--- src/rtl/ffd_piso_tx.sv ---
// PISO serial transmitter: start bit, WIDTH data bits LSB-first, stop bit; one bit per enable tick.
// Start bit appears the cycle after load; load_ready stays low for the whole frame, so loads made while busy are ignored.
module ffd_piso_tx #(
    parameter int WIDTH = 4
) (
    input  logic             clk,
    input  logic             reset,
    input  logic             load_valid,
    output logic             load_ready,
    input  logic [WIDTH-1:0] data_in,
    input  logic             enable,
    output logic             serial_out,
    output logic             busy,
    output logic             done
);
    localparam int CW = $clog2(WIDTH);
    localparam logic [CW-1:0] LAST_BIT = CW'(WIDTH - 1);

    typedef enum logic [1:0] {IDLE, START, SHIFT, STOP} state_t;

    state_t          state_q;
    logic [WIDTH-1:0] shreg_q;
    logic [CW-1:0]   bitcnt_q;
    logic            serial_q;
    logic            busy_q;
    logic            done_q;
    logic            ready_q;

    always_ff @(posedge clk or posedge reset) begin
        if (reset) begin
            state_q  <= IDLE;
            shreg_q  <= '0;
            bitcnt_q <= '0;
            serial_q <= 1'b1;
            busy_q   <= 1'b0;
            done_q   <= 1'b0;
            ready_q  <= 1'b1;
        end else begin
            done_q <= 1'b0;
            case (state_q)
                IDLE: begin
                    // Capture ignores enable so a simultaneous tick is not spent on the start bit.
                    if (load_valid) begin
                        shreg_q  <= data_in;
                        state_q  <= START;
                        busy_q   <= 1'b1;
                        ready_q  <= 1'b0;
                        serial_q <= 1'b0;
                    end
                end
                START: begin
                    if (enable) begin
                        serial_q <= shreg_q[0];
                        shreg_q  <= {1'b0, shreg_q[WIDTH-1:1]};
                        bitcnt_q <= '0;
                        state_q  <= SHIFT;
                    end
                end
                SHIFT: begin
                    if (enable) begin
                        if (bitcnt_q != LAST_BIT) begin
                            serial_q <= shreg_q[0];
                            shreg_q  <= {1'b0, shreg_q[WIDTH-1:1]};
                            bitcnt_q <= bitcnt_q + 1'b1;
                        end else begin
                            serial_q <= 1'b1;
                            state_q  <= STOP;
                        end
                    end
                end
                STOP: begin
                    if (enable) begin
                        state_q <= IDLE;
                        busy_q  <= 1'b0;
                        ready_q <= 1'b1;
                        done_q  <= 1'b1;
                    end
                end
                default: state_q <= IDLE;
            endcase
        end
    end

    assign serial_out = serial_q;
    assign busy       = busy_q;
    assign done       = done_q;
    assign load_ready = ready_q;

endmodule

--- config.mk ---
export PLATFORM = sky130hd
export DESIGN_NAME = ffd_piso_tx
export DESIGN_NICKNAME = d
export VERILOG_FILES = /design/src/rtl/ffd_piso_tx.sv
export SDC_FILE = /design/constraint.sdc
export NUM_CORES = 1
export LEC_CHECK = 0
export ABC_AREA = 1
export BUFFER_PORTS_ARGS = -buffer_cell sky130_fd_sc_hd__buf_2
export CAP_MARGIN = 20
export CORE_MARGIN = 2
export CORE_UTILIZATION = 53
export DETAILED_ROUTE_END_ITERATION = 10
export GPL_TIMING_DRIVEN = 0
export PLACE_DENSITY = 0.76
export SLEW_MARGIN = 20
export SYNTH_ARGS = -nofsm -noshare
export SYNTH_HDL_FRONTEND = slang
export SYNTH_SLANG_ARGS = --single-unit
--- constraint.sdc ---
create_clock -name clk -period 1.5 [get_ports clk]
set_input_delay 0.075 -clock clk [delete_from_list [all_inputs] [get_ports clk]]
set_output_delay 0.075 -clock clk [all_outputs]
set_load 0.03 [all_outputs]
### After elaboration in Yosys (flattened, before gate mapping)

Index checks and enable logic that the tools add are counted.

| cells by class | value |
|---|---|
| $add $sub $neg | 1 |
| equal/unequal tests | 10 |
| mux-type cells | 26 |
| reduce and logical (&&, ||, !) cells | 9 |

Operators with widths:

| kind | count |
|---|---|
| 2-to-1 mux 4 bit | 4 |
| 2-to-1 mux 2 bit | 7 |
| inequality test 2 bit (second input constant) | 7 |
| one-hot mux 4 bit (3 select lines) | 1 |
| AND reduction 5 bit | 2 |
| 2-to-1 mux 1 bit | 9 |
| one-hot mux 2 bit (4 select lines) | 1 |
| AND reduction 4 bit | 2 |
| equality test 2 bit (second input constant) | 2 |
| one-hot mux 1 bit (2 select lines) | 2 |
| one-hot mux 2 bit (2 select lines) | 1 |
| nonzero test 2 bit | 2 |
| one-hot mux 1 bit (3 select lines) | 1 |
| AND reduction 3 bit | 1 |
| nonzero test 3 bit | 1 |
| adder 2 x 1 -> 2 bit (second input constant) | 1 |
| equality test 2 x 1 -> 1 bit (second input constant) | 1 |
| zero test 2 bit | 1 |

| storage, ports and cells | value |
|---|---|
| flip-flop bits (word level) | 12 |
| bits of input ports | 8 |
| output and inout port bits | 4 |
| logic and storage cells | 53 |

### Logic depth before layout (Yosys ltp)

Gate-level depths: netlist of the first run.

| depth | value |
|---|---|
| word-level depth | 4 |
| depth in mapped cells | 8 |

### Least setup slack after synthesis of the first run

OpenSTA, ideal clock, no wires.

| timing | value |
|---|---|
| path kind | register to register |
| start point | register state_q[0] |
| end point | register shreg_q[0] |
| arrival | 1161 ps |
| setup slack | 222 ps |
| cell stages (with the launch flop) | 7 |
| buffers on the path | 0 |
| period minus slack after synthesis | 1278 ps |
| path through | dfrtp_1 inv_1 ha_1 a21oi_1 nand3_2 nand2_1 nand2_1 |

| between the ends | value |
|---|---|
| longest elaborated chain between the ends | 3 |
| elaborated cells on any way between the ends | 10 |
| classes of those cells | 6 x eq/ne; 1 x mux; 3 x reduce/logical |

RTL lines:

| item | line | RTL |
|---|---|---|
| start: declaration | 21 | `state_t state_q;` |
| start signal: assignment | 31 | `state_q <= IDLE;` |
| start signal: assignment | 45 | `state_q <= START;` |
| start signal: assignment | 56 | `state_q <= SHIFT;` |
| equality test 2 bit, or another cell as far along | 40 | `case (state_q)` |
| inequality test 2 bit (no line) or nonzero test 3 bit (tied branches) | - |  |
| AND reduction 5 bit (no line) | - |  |
| end signal: assignment | 44 | `shreg_q <= data_in;` |
| end signal: assignment | 54 | `shreg_q <= {1'b0, shreg_q[WIDTH-1:1]};` |
| end signal: assignment | 63 | `shreg_q <= {1'b0, shreg_q[WIDTH-1:1]};` |
| end: declaration | 22 | `logic [WIDTH-1:0] shreg_q;` |

Several ways; a longest one is shown, not always the timed one.
A chain may end at the register's enable or synchronous reset.

### Worst setup path after layout of the first run

| timing | value |
|---|---|
| start point | register state_q[0] |
| end point | register shreg_q[2] |

Same word-level chain as after synthesis.

==> flow_results.xml, run 1 <==
<?xml version="1.0" encoding="UTF-8"?>
<metrics>
  <group name="outcome">
    <metric name="status" unit="">finished, final reports clean</metric>
  </group>
  <group name="routing">
    <metric name="drt_drc_violations_left" unit="">0</metric>
    <metric name="dr_iter_0_viols" unit="">20</metric>
    <metric name="firstDrtPassIters" unit="">4</metric>
    <metric name="detail_route.wirelength" unit="um">1368</metric>
    <metric name="post_drt_wl_per_cell" unit="um">10.69</metric>
    <metric name="vias" unit="">642</metric>
    <metric name="routed_via_density" unit="">5.016</metric>
    <metric name="antenna_violating_nets_post_route" unit="">0</metric>
  </group>
  <group name="power_and_ir_drop">
    <metric name="vdd.ir_drop.worst" unit="V">0.001288</metric>
    <metric name="p_total" unit="W">0.001927</metric>
    <metric name="power_dens_cells" unit="nW/um^2">2225</metric>
    <metric name="power.leakage" unit="nW">0.4901</metric>
  </group>
  <group name="logic_synthesis">
    <metric name="synthArstFlopShare" unit="%">100.0</metric>
    <metric name="post-synth-top-count-cell" unit="">nand2_1</metric>
    <metric name="synth_top_family_by_area" unit="">simple AND/OR/NAND/NOR gates</metric>
    <metric name="post_synth_fa_ha_maj_area_fraction" unit="%">10.15</metric>
    <metric name="sequential_cell_area_fraction_in_the_yosys_report" unit="%">40.95</metric>
    <metric name="synth_mux_area_share" unit="%">0</metric>
    <metric name="synthFlopType" unit="">dfrtp_1</metric>
    <metric name="synth_largest_area_cell" unit="">dfrtp_1</metric>
    <metric name="synth_xor_xnor_area_share" unit="%">0</metric>
    <metric name="synth-edff-count" unit="">0</metric>
    <metric name="synth_warnings" unit="">0</metric>
    <metric name="synthSimpleGateAreaFrac" unit="%">32.66</metric>
    <metric name="post_synth_main_area_contributors" unit="">dfrtp_1, nand2_1, ha_1, dfstp_2, inv_1</metric>
    <metric name="synth.top_cells.by_count" unit="">nand2_1, inv_1, dfrtp_1</metric>
    <metric name="post_synth.cell_area_avg" unit="sq um">7.623</metric>
    <metric name="yosys_register_bits" unit="">12</metric>
    <metric name="post_synth_instance_area" unit="sq um">739.5</metric>
    <metric name="synth_compound_gate_area_share" unit="%">7.953</metric>
    <metric name="netlist_instances" unit="">97</metric>
    <metric name="synth_top_cell_area_share" unit="%">33.84</metric>
    <metric name="postSynthNetCount" unit="">111</metric>
    <metric name="ys_types" unit="">18</metric>
  </group>
  <group name="clocking">
    <metric name="cts.sinks" unit="">12</metric>
    <metric name="cts.root.buffer_cell" unit="">clkbuf_4</metric>
    <metric name="ctsHtreeMaxLevel" unit="">1</metric>
    <metric name="clk_path_buf_depth" unit="">2</metric>
    <metric name="tritoncts.num_buffers" unit="">3</metric>
    <metric name="clkLatencyLatePin" unit="ns">0.28</metric>
    <metric name="post_cts_setup_inserts" unit="">0</metric>
    <metric name="tritoncts" unit="">built</metric>
    <metric name="clk_pin_slew" unit="ns">0.08</metric>
  </group>
  <group name="critical_path">
    <metric name="worstSetupPathType" unit="">flip-flop to flip-flop</metric>
    <metric name="critical_path_required" unit="ns">1.73</metric>
    <metric name="startpoint_type" unit="">flip-flop</metric>
    <metric name="kind_of_end_point_of_the_critical_path" unit="">flip-flop</metric>
    <metric name="critPathArrivalTime" unit="ns">1.56</metric>
    <metric name="crit_path_max_fanout" unit="">9</metric>
  </group>
  <group name="floorplan">
    <metric name="die_ar" unit="sq um">1710</metric>
    <metric name="boundaryPins" unit="">12</metric>
    <metric name="die_height" unit="um">41.35</metric>
    <metric name="core_region_area" unit="sq um">1301</metric>
    <metric name="initial_utilization" unit="%">56.83</metric>
    <metric name="row_count" unit="">13</metric>
    <metric name="die_width" unit="um">41.35</metric>
  </group>
  <group name="sta">
    <metric name="final_min_period_over_clock_period" unit="%">89.04</metric>
    <metric name="finalClockSkew" unit="ns">0.001339</metric>
    <metric name="rsz_0062_raised_after_global_routing" unit="">no</metric>
    <metric name="tns" unit="ns">0</metric>
    <metric name="timing.final.crit_period" unit="ns">1.336</metric>
    <metric name="max-slew-margin-rel" unit="%">69.53</metric>
    <metric name="hold_viol_final" unit="">0</metric>
    <metric name="fin_max_slew_vios" unit="">0</metric>
    <metric name="setup_viol" unit="">0</metric>
    <metric name="timing_worst_slew_pin_value" unit="ns">0.4565</metric>
    <metric name="maxClockFrequency" unit="MHz">748.7</metric>
  </group>
  <group name="hold_path">
    <metric name="hold_path.class" unit="">input pin to flip-flop</metric>
  </group>
  <group name="grt">
    <metric name="global_route.usage.total" unit="%">18.99</metric>
    <metric name="antenna_violations_before_repair" unit="">0</metric>
    <metric name="grt_start_max_net_pins" unit="">13</metric>
    <metric name="gr-total-overflow" unit="">0</metric>
    <metric name="first_global_vias" unit="">516</metric>
    <metric name="global_route_wire_length_before_repair" unit="um">2063</metric>
  </group>
  <group name="place">
    <metric name="globalplace.congestion" unit="">0.7791</metric>
    <metric name="place_inst" unit="">123</metric>
    <metric name="io_buffers" unit="">11</metric>
    <metric name="dpl.hpwl" unit="um">1007</metric>
    <metric name="placed_cell_areas" unit="sq um">813.3</metric>
  </group>
  <group name="finish">
    <metric name="fin_nets" unit="">128</metric>
    <metric name="layout.cell_area.non_filler" unit="sq um">865.8</metric>
    <metric name="final_layout_size_suffix_gt1_share" unit="%">27.43</metric>
    <metric name="finish.cell_count_without_fillers" unit="">128</metric>
    <metric name="area_growth" unit="%">17.09</metric>
    <metric name="num_antenna_cells" unit="">0</metric>
  </group>
  <group name="flow_run">
    <metric name="cap_viol_max_count" unit="">0</metric>
  </group>
</metrics>
-- kinds of logic (layout without fill, tap and decap cells) --
family | after synthesis | after routing
buf+inv | 16 | 32
compound gates | 11 | 11
simple gates | 52 | 52
flops | 12 | 12
fa+ha+maj | 6 | 6
-- flip-flops by register name (all words and copies together), names as in the netlist --
name / flops
bitcnt_q: 2
busy: 1
done: 1
load_ready: 1
serial_out: 1
shreg_q: 4
state_q: 2
-- placed cells by master (no fill, tap or decap), types with 4 or more instances in the layout --
master,synthesis,routed
o21ai_1,4,4
inv_1,13,13
nand3_1,4,4
nand2_1,32,32
nor2_1,4,4
ha_1,6,5
buf_2,1,12
o21ai_0,4,4
dfrtp_1,10,10
-- metal layers --
metal / track usage, % / routed length (um) / vias to the layer above
met3: 3.723 / 47 / 5
met5: 0 / 0 / -
met1: 23.76 / 653 / 293
met2: 29.69 / 631 / 10
met4: 12.10 / 36 / 0
li1: - / - / 334
-- critical path: stages (launching register included) --
cell	delay, ns
dfrtp_1	0.42
inv_1	0.08
ha_1	0.28
buf_2	0.17
o21ai_0	0.17
nand3_1	0.09
nand2_1	0.07
-- through the flow --
stage	worst slack, ns	hold WS, ns	utilization (%)
finish	0.1644	0.05724	66.54
global route	0.04131	0.1040	66.54
CTS	0.06807	0.06354	66.06
detailed placement	0.07794	0.1084	62.50
global placement	0.1063	0.1005	62.50
floorplan	0.2217	-0.06173	-
-- path summary, 6_finish.rpt --
check	start	to	slack, ns	cells after the start
min in group asynchronous	reset	bitcnt_q[0]	0.33	3
setup / recovery	state_q[0]	shreg_q[2]	0.16	6
hold / removal	enable	done	0.06	3
max in group asynchronous	reset	load_ready	0.83	3
hold reg to reg	load_ready	load_ready	0.47	2
setup reg to reg	state_q[0]	shreg_q[2]	0.16	6
-- where the power goes --
part / switching (W) / internal [W] / total [W]
combinational: 0.000690 / 0.000380 / 0.00107
clock: 0.000122 / 0.000148 / 0.000270
sequential: 0.0000953 / 0.000493 / 0.000588
total: 0.000907 / 0.00102 / 0.00193
-- final cells by class --
| type | count | area [sq um] |
|---|---|---|
| inverters | 15 | 56.30 |
| repair buffers | 12 | 65.06 |
| plain buffers | 1 | 5.005 |
| multi-input cells | 69 | 381.6 |
| flip-flops and latches | 12 | 302.8 |
| fillers | 112 | 435.4 |
| well taps | 15 | 18.77 |
| clock buffers | 4 | 36.28 |
-- repair_timing --
item / 4_1_cts / 5_1_grt
resized for setup: 0 / 2
hold endpoints to repair: 10 / 0
hold buffers: 1 / 0
endpoints found under the setup margin: 0 / 1
Note: power is estimated with default switching activity, not from simulation.
==> inputs of run 2 (changes only) <==
--- a/config.mk
+++ b/config.mk
@@ -11,7 +11,6 @@
 export CORE_MARGIN = 2
 export CORE_UTILIZATION = 53
 export DETAILED_ROUTE_END_ITERATION = 10
-export GPL_TIMING_DRIVEN = 0
 export PLACE_DENSITY = 0.76
 export SLEW_MARGIN = 20
 export SYNTH_ARGS = -nofsm -noshare
==> constraint.sdc (replaced) <==
create_clock -name clk -period 1.25 [get_ports clk]
set_input_delay 0.0625 -clock clk [delete_from_list [all_inputs] [get_ports clk]]
set_output_delay 0.0625 -clock clk [all_outputs]
set_load 0.03 [all_outputs]
==> run 2 against run 1 <==
Compared with the run above: the run now ends with negative setup slack left; largest cell class unchanged; via count rose by 10%; final cell count rose by 3.1%; design area rose by 21%; clock skew rose by 0.0087 ns; sequential cell count did not move.
==> flow_results.xml, run 2 (synthesis gave the netlist of run 1 again) <==
<?xml version="1.0" encoding="UTF-8"?>
<metrics>
  <group name="outcome">
    <metric name="status" unit="">finished with violations</metric>
    <metric name="violations" unit="">negative setup slack</metric>
  </group>
  <group name="clocking">
    <metric name="tritoncts" unit="">built</metric>
    <metric name="clkLatencyLatePin" unit="ns">0.29</metric>
    <metric name="clk_path_buf_depth" unit="">2</metric>
    <metric name="cts.root.buffer_cell" unit="">clkbuf_4</metric>
    <metric name="tritoncts.num_buffers" unit="">3</metric>
    <metric name="clk_pin_slew" unit="ns">0.09</metric>
    <metric name="cts.sinks" unit="">12</metric>
    <metric name="ctsHtreeMaxLevel" unit="">1</metric>
  </group>
  <group name="routing">
    <metric name="vias" unit="">707</metric>
    <metric name="dr_iter_0_viols" unit="">11</metric>
    <metric name="drt_drc_violations_left" unit="">0</metric>
    <metric name="antenna_violating_nets_post_route" unit="">0</metric>
    <metric name="dr_wl_met2" unit="um">1035</metric>
    <metric name="post_drt_wl_per_cell" unit="um">14.97</metric>
    <metric name="top_layer" unit="">met4</metric>
    <metric name="firstDrtPassIters" unit="">4</metric>
    <metric name="wl_met3" unit="um">87</metric>
    <metric name="met1Wirelength" unit="um">797</metric>
    <metric name="routed_via_density" unit="">5.356</metric>
    <metric name="detail_route.wirelength" unit="um">1976</metric>
  </group>
  <group name="finish">
    <metric name="finish.cell_count_without_fillers" unit="">132</metric>
    <metric name="largest_register_ffs" unit="">4</metric>
    <metric name="post-route-util" unit="%">80.19</metric>
    <metric name="most_common_cell_after_layout_fill_and_taps_aside" unit="">nand2_1</metric>
    <metric name="area_growth" unit="%">41.12</metric>
    <metric name="final_layout_size_suffix_gt1_share" unit="%">45.30</metric>
    <metric name="fin_nets" unit="">132</metric>
    <metric name="num_antenna_cells" unit="">0</metric>
    <metric name="layout.cells.most_common_list" unit="">nand2_1, buf_2, dfrtp_1</metric>
    <metric name="largest_registers" unit="">shreg_q x4, bitcnt_q x2, state_q x2</metric>
    <metric name="register_ranked_first_by_flip_flop_count" unit="">shreg_q</metric>
  </group>
  <group name="sta">
    <metric name="final_min_period_over_clock_period" unit="%">104.1</metric>
    <metric name="setup_viol" unit="">9</metric>
    <metric name="finalClockSkew" unit="ns">0.01007</metric>
    <metric name="fin_max_slew_vios" unit="">0</metric>
    <metric name="max-slew-margin-rel" unit="%">69.29</metric>
    <metric name="hold_viol_final" unit="">0</metric>
    <metric name="timing.final.crit_period" unit="ns">1.302</metric>
    <metric name="fin_ws" unit="ns">-0.05184</metric>
    <metric name="rsz_0062_raised_after_global_routing" unit="">yes</metric>
    <metric name="tns" unit="ns">-0.2443</metric>
    <metric name="maxClockFrequency" unit="MHz">768.1</metric>
    <metric name="timing_worst_slew_pin_value" unit="ns">0.4601</metric>
  </group>
  <group name="power_and_ir_drop">
    <metric name="power.share.clock" unit="%">10.9</metric>
    <metric name="vdd.ir_drop.worst" unit="V">0.002432</metric>
    <metric name="power.share.switching" unit="%">48.75</metric>
    <metric name="net-switching-power" unit="W">0.001492</metric>
    <metric name="p_total" unit="W">0.003061</metric>
    <metric name="p_int" unit="W">0.001569</metric>
    <metric name="share_seq_of_total_power" unit="%">24.3</metric>
    <metric name="power_dens_cells" unit="nW/um^2">2934</metric>
    <metric name="power.leakage" unit="nW">0.5290</metric>
    <metric name="combinationalPowerShare" unit="%">64.8</metric>
  </group>
  <group name="place">
    <metric name="globalplace.congestion" unit="">0.8302</metric>
    <metric name="dpl.hpwl" unit="um">1081</metric>
    <metric name="io_buffers" unit="">11</metric>
    <metric name="place_inst" unit="">126</metric>
    <metric name="worst_setup_slack_after_placement" unit="ns">-0.1234</metric>
  </group>
  <group name="critical_path">
    <metric name="worstSetupPathType" unit="">flip-flop to flip-flop</metric>
    <metric name="critPathArrivalTime" unit="ns">1.48</metric>
    <metric name="startpoint_type" unit="">flip-flop</metric>
    <metric name="kind_of_end_point_of_the_critical_path" unit="">flip-flop</metric>
    <metric name="critical_path_required" unit="ns">1.43</metric>
    <metric name="crit_path_max_fanout" unit="">4</metric>
  </group>
  <group name="grt">
    <metric name="antenna_violations_before_repair" unit="">0</metric>
    <metric name="first_global_vias" unit="">653</metric>
    <metric name="global_route.usage.total" unit="%">24.47</metric>
    <metric name="global_route_wire_length_before_repair" unit="um">2746</metric>
    <metric name="grt_start_max_net_pins" unit="">13</metric>
    <metric name="gr-total-overflow" unit="">0</metric>
  </group>
  <group name="floorplan">
    <metric name="boundaryPins" unit="">12</metric>
    <metric name="die_height" unit="um">41.35</metric>
    <metric name="die_ar" unit="sq um">1710</metric>
    <metric name="die_width" unit="um">41.35</metric>
    <metric name="core_region_area" unit="sq um">1301</metric>
    <metric name="initial_utilization" unit="%">56.83</metric>
    <metric name="row_count" unit="">13</metric>
  </group>
  <group name="flow_run">
    <metric name="cap_viol_max_count" unit="">0</metric>
  </group>
  <group name="hold_path">
    <metric name="hold_path.class" unit="">input pin to flip-flop</metric>
  </group>
</metrics>
-- run 2: changes by cell type in the layout (fill, tap and decap cells not counted), sizes merged --
cell | previous run | this run
buf | 12 | 16
-- run 2: area by class of cell --
cell class	instances	area [sq um]
clock buffer	4	36.28
fill	81	257.7
inverter	15	66.31
multi-input combinational	69	508.0
sequential	12	304.0
tap	15	18.77
timing repair buffer	17	110.1
-- run 2: layer usage --
metal	vias to the layer above	track usage (%)
met5	-	0
met4	0	8.065
met3	9	5.319
met2	27	44.92
met1	327	27.72
li1	344	-
-- run 2: what timing repair did --
item                                    in CTS  in global routing
endpoints found under the hold margin       10                  0
gates resized for setup                     13                 24
pin swaps                                    8                 12
hold buffers                                 1                  0
buffers inserted                             1                  0
endpoints found under the setup margin      10                 11
-- run 2: critical path: stages, from the launching register on --
cell and delay (ns):
dfrtp_1 0.43, buf_6 0.15, ha_2 0.20, a21oi_4 0.16, nand3_4 0.12, nand2_1 0.08, nand2_1 0.05
-- run 2: power by group through the flow --
stage | sequential (W) | combinational [W] | clock (W)
after floorplan | 0.000808 | 0.000916 | 0
after global placement | 0.000711 | 0.00131 | 0
after detailed placement | 0.000716 | 0.00134 | 0
after CTS | 0.000713 | 0.00156 | 0.000327
after global routing | 0.000761 | 0.00213 | 0.000342
final | 0.000743 | 0.00198 | 0.000334
-- run 2: through the flow --
step                cell area [sq um]  hold slack, ns
detailed placement              842.1          0.1033
finish                           1044         0.05890
floorplan                       743.2        -0.07423
global placement                842.1         0.08809
global route                     1044         0.09673
CTS                             957.2         0.05480
-- run 2: path summary, 6_finish.rpt --
kind	start	to	slack, ns	cells after the start
max	state_q[0]	shreg_q[2]	-0.05	6
min reg2reg	serial_out	serial_out	0.48	2
max reg2reg	state_q[0]	shreg_q[2]	-0.05	6
max in group asynchronous	reset	serial_out	0.58	3
min	enable	done	0.06	3
min in group asynchronous	reset	busy	0.31	3
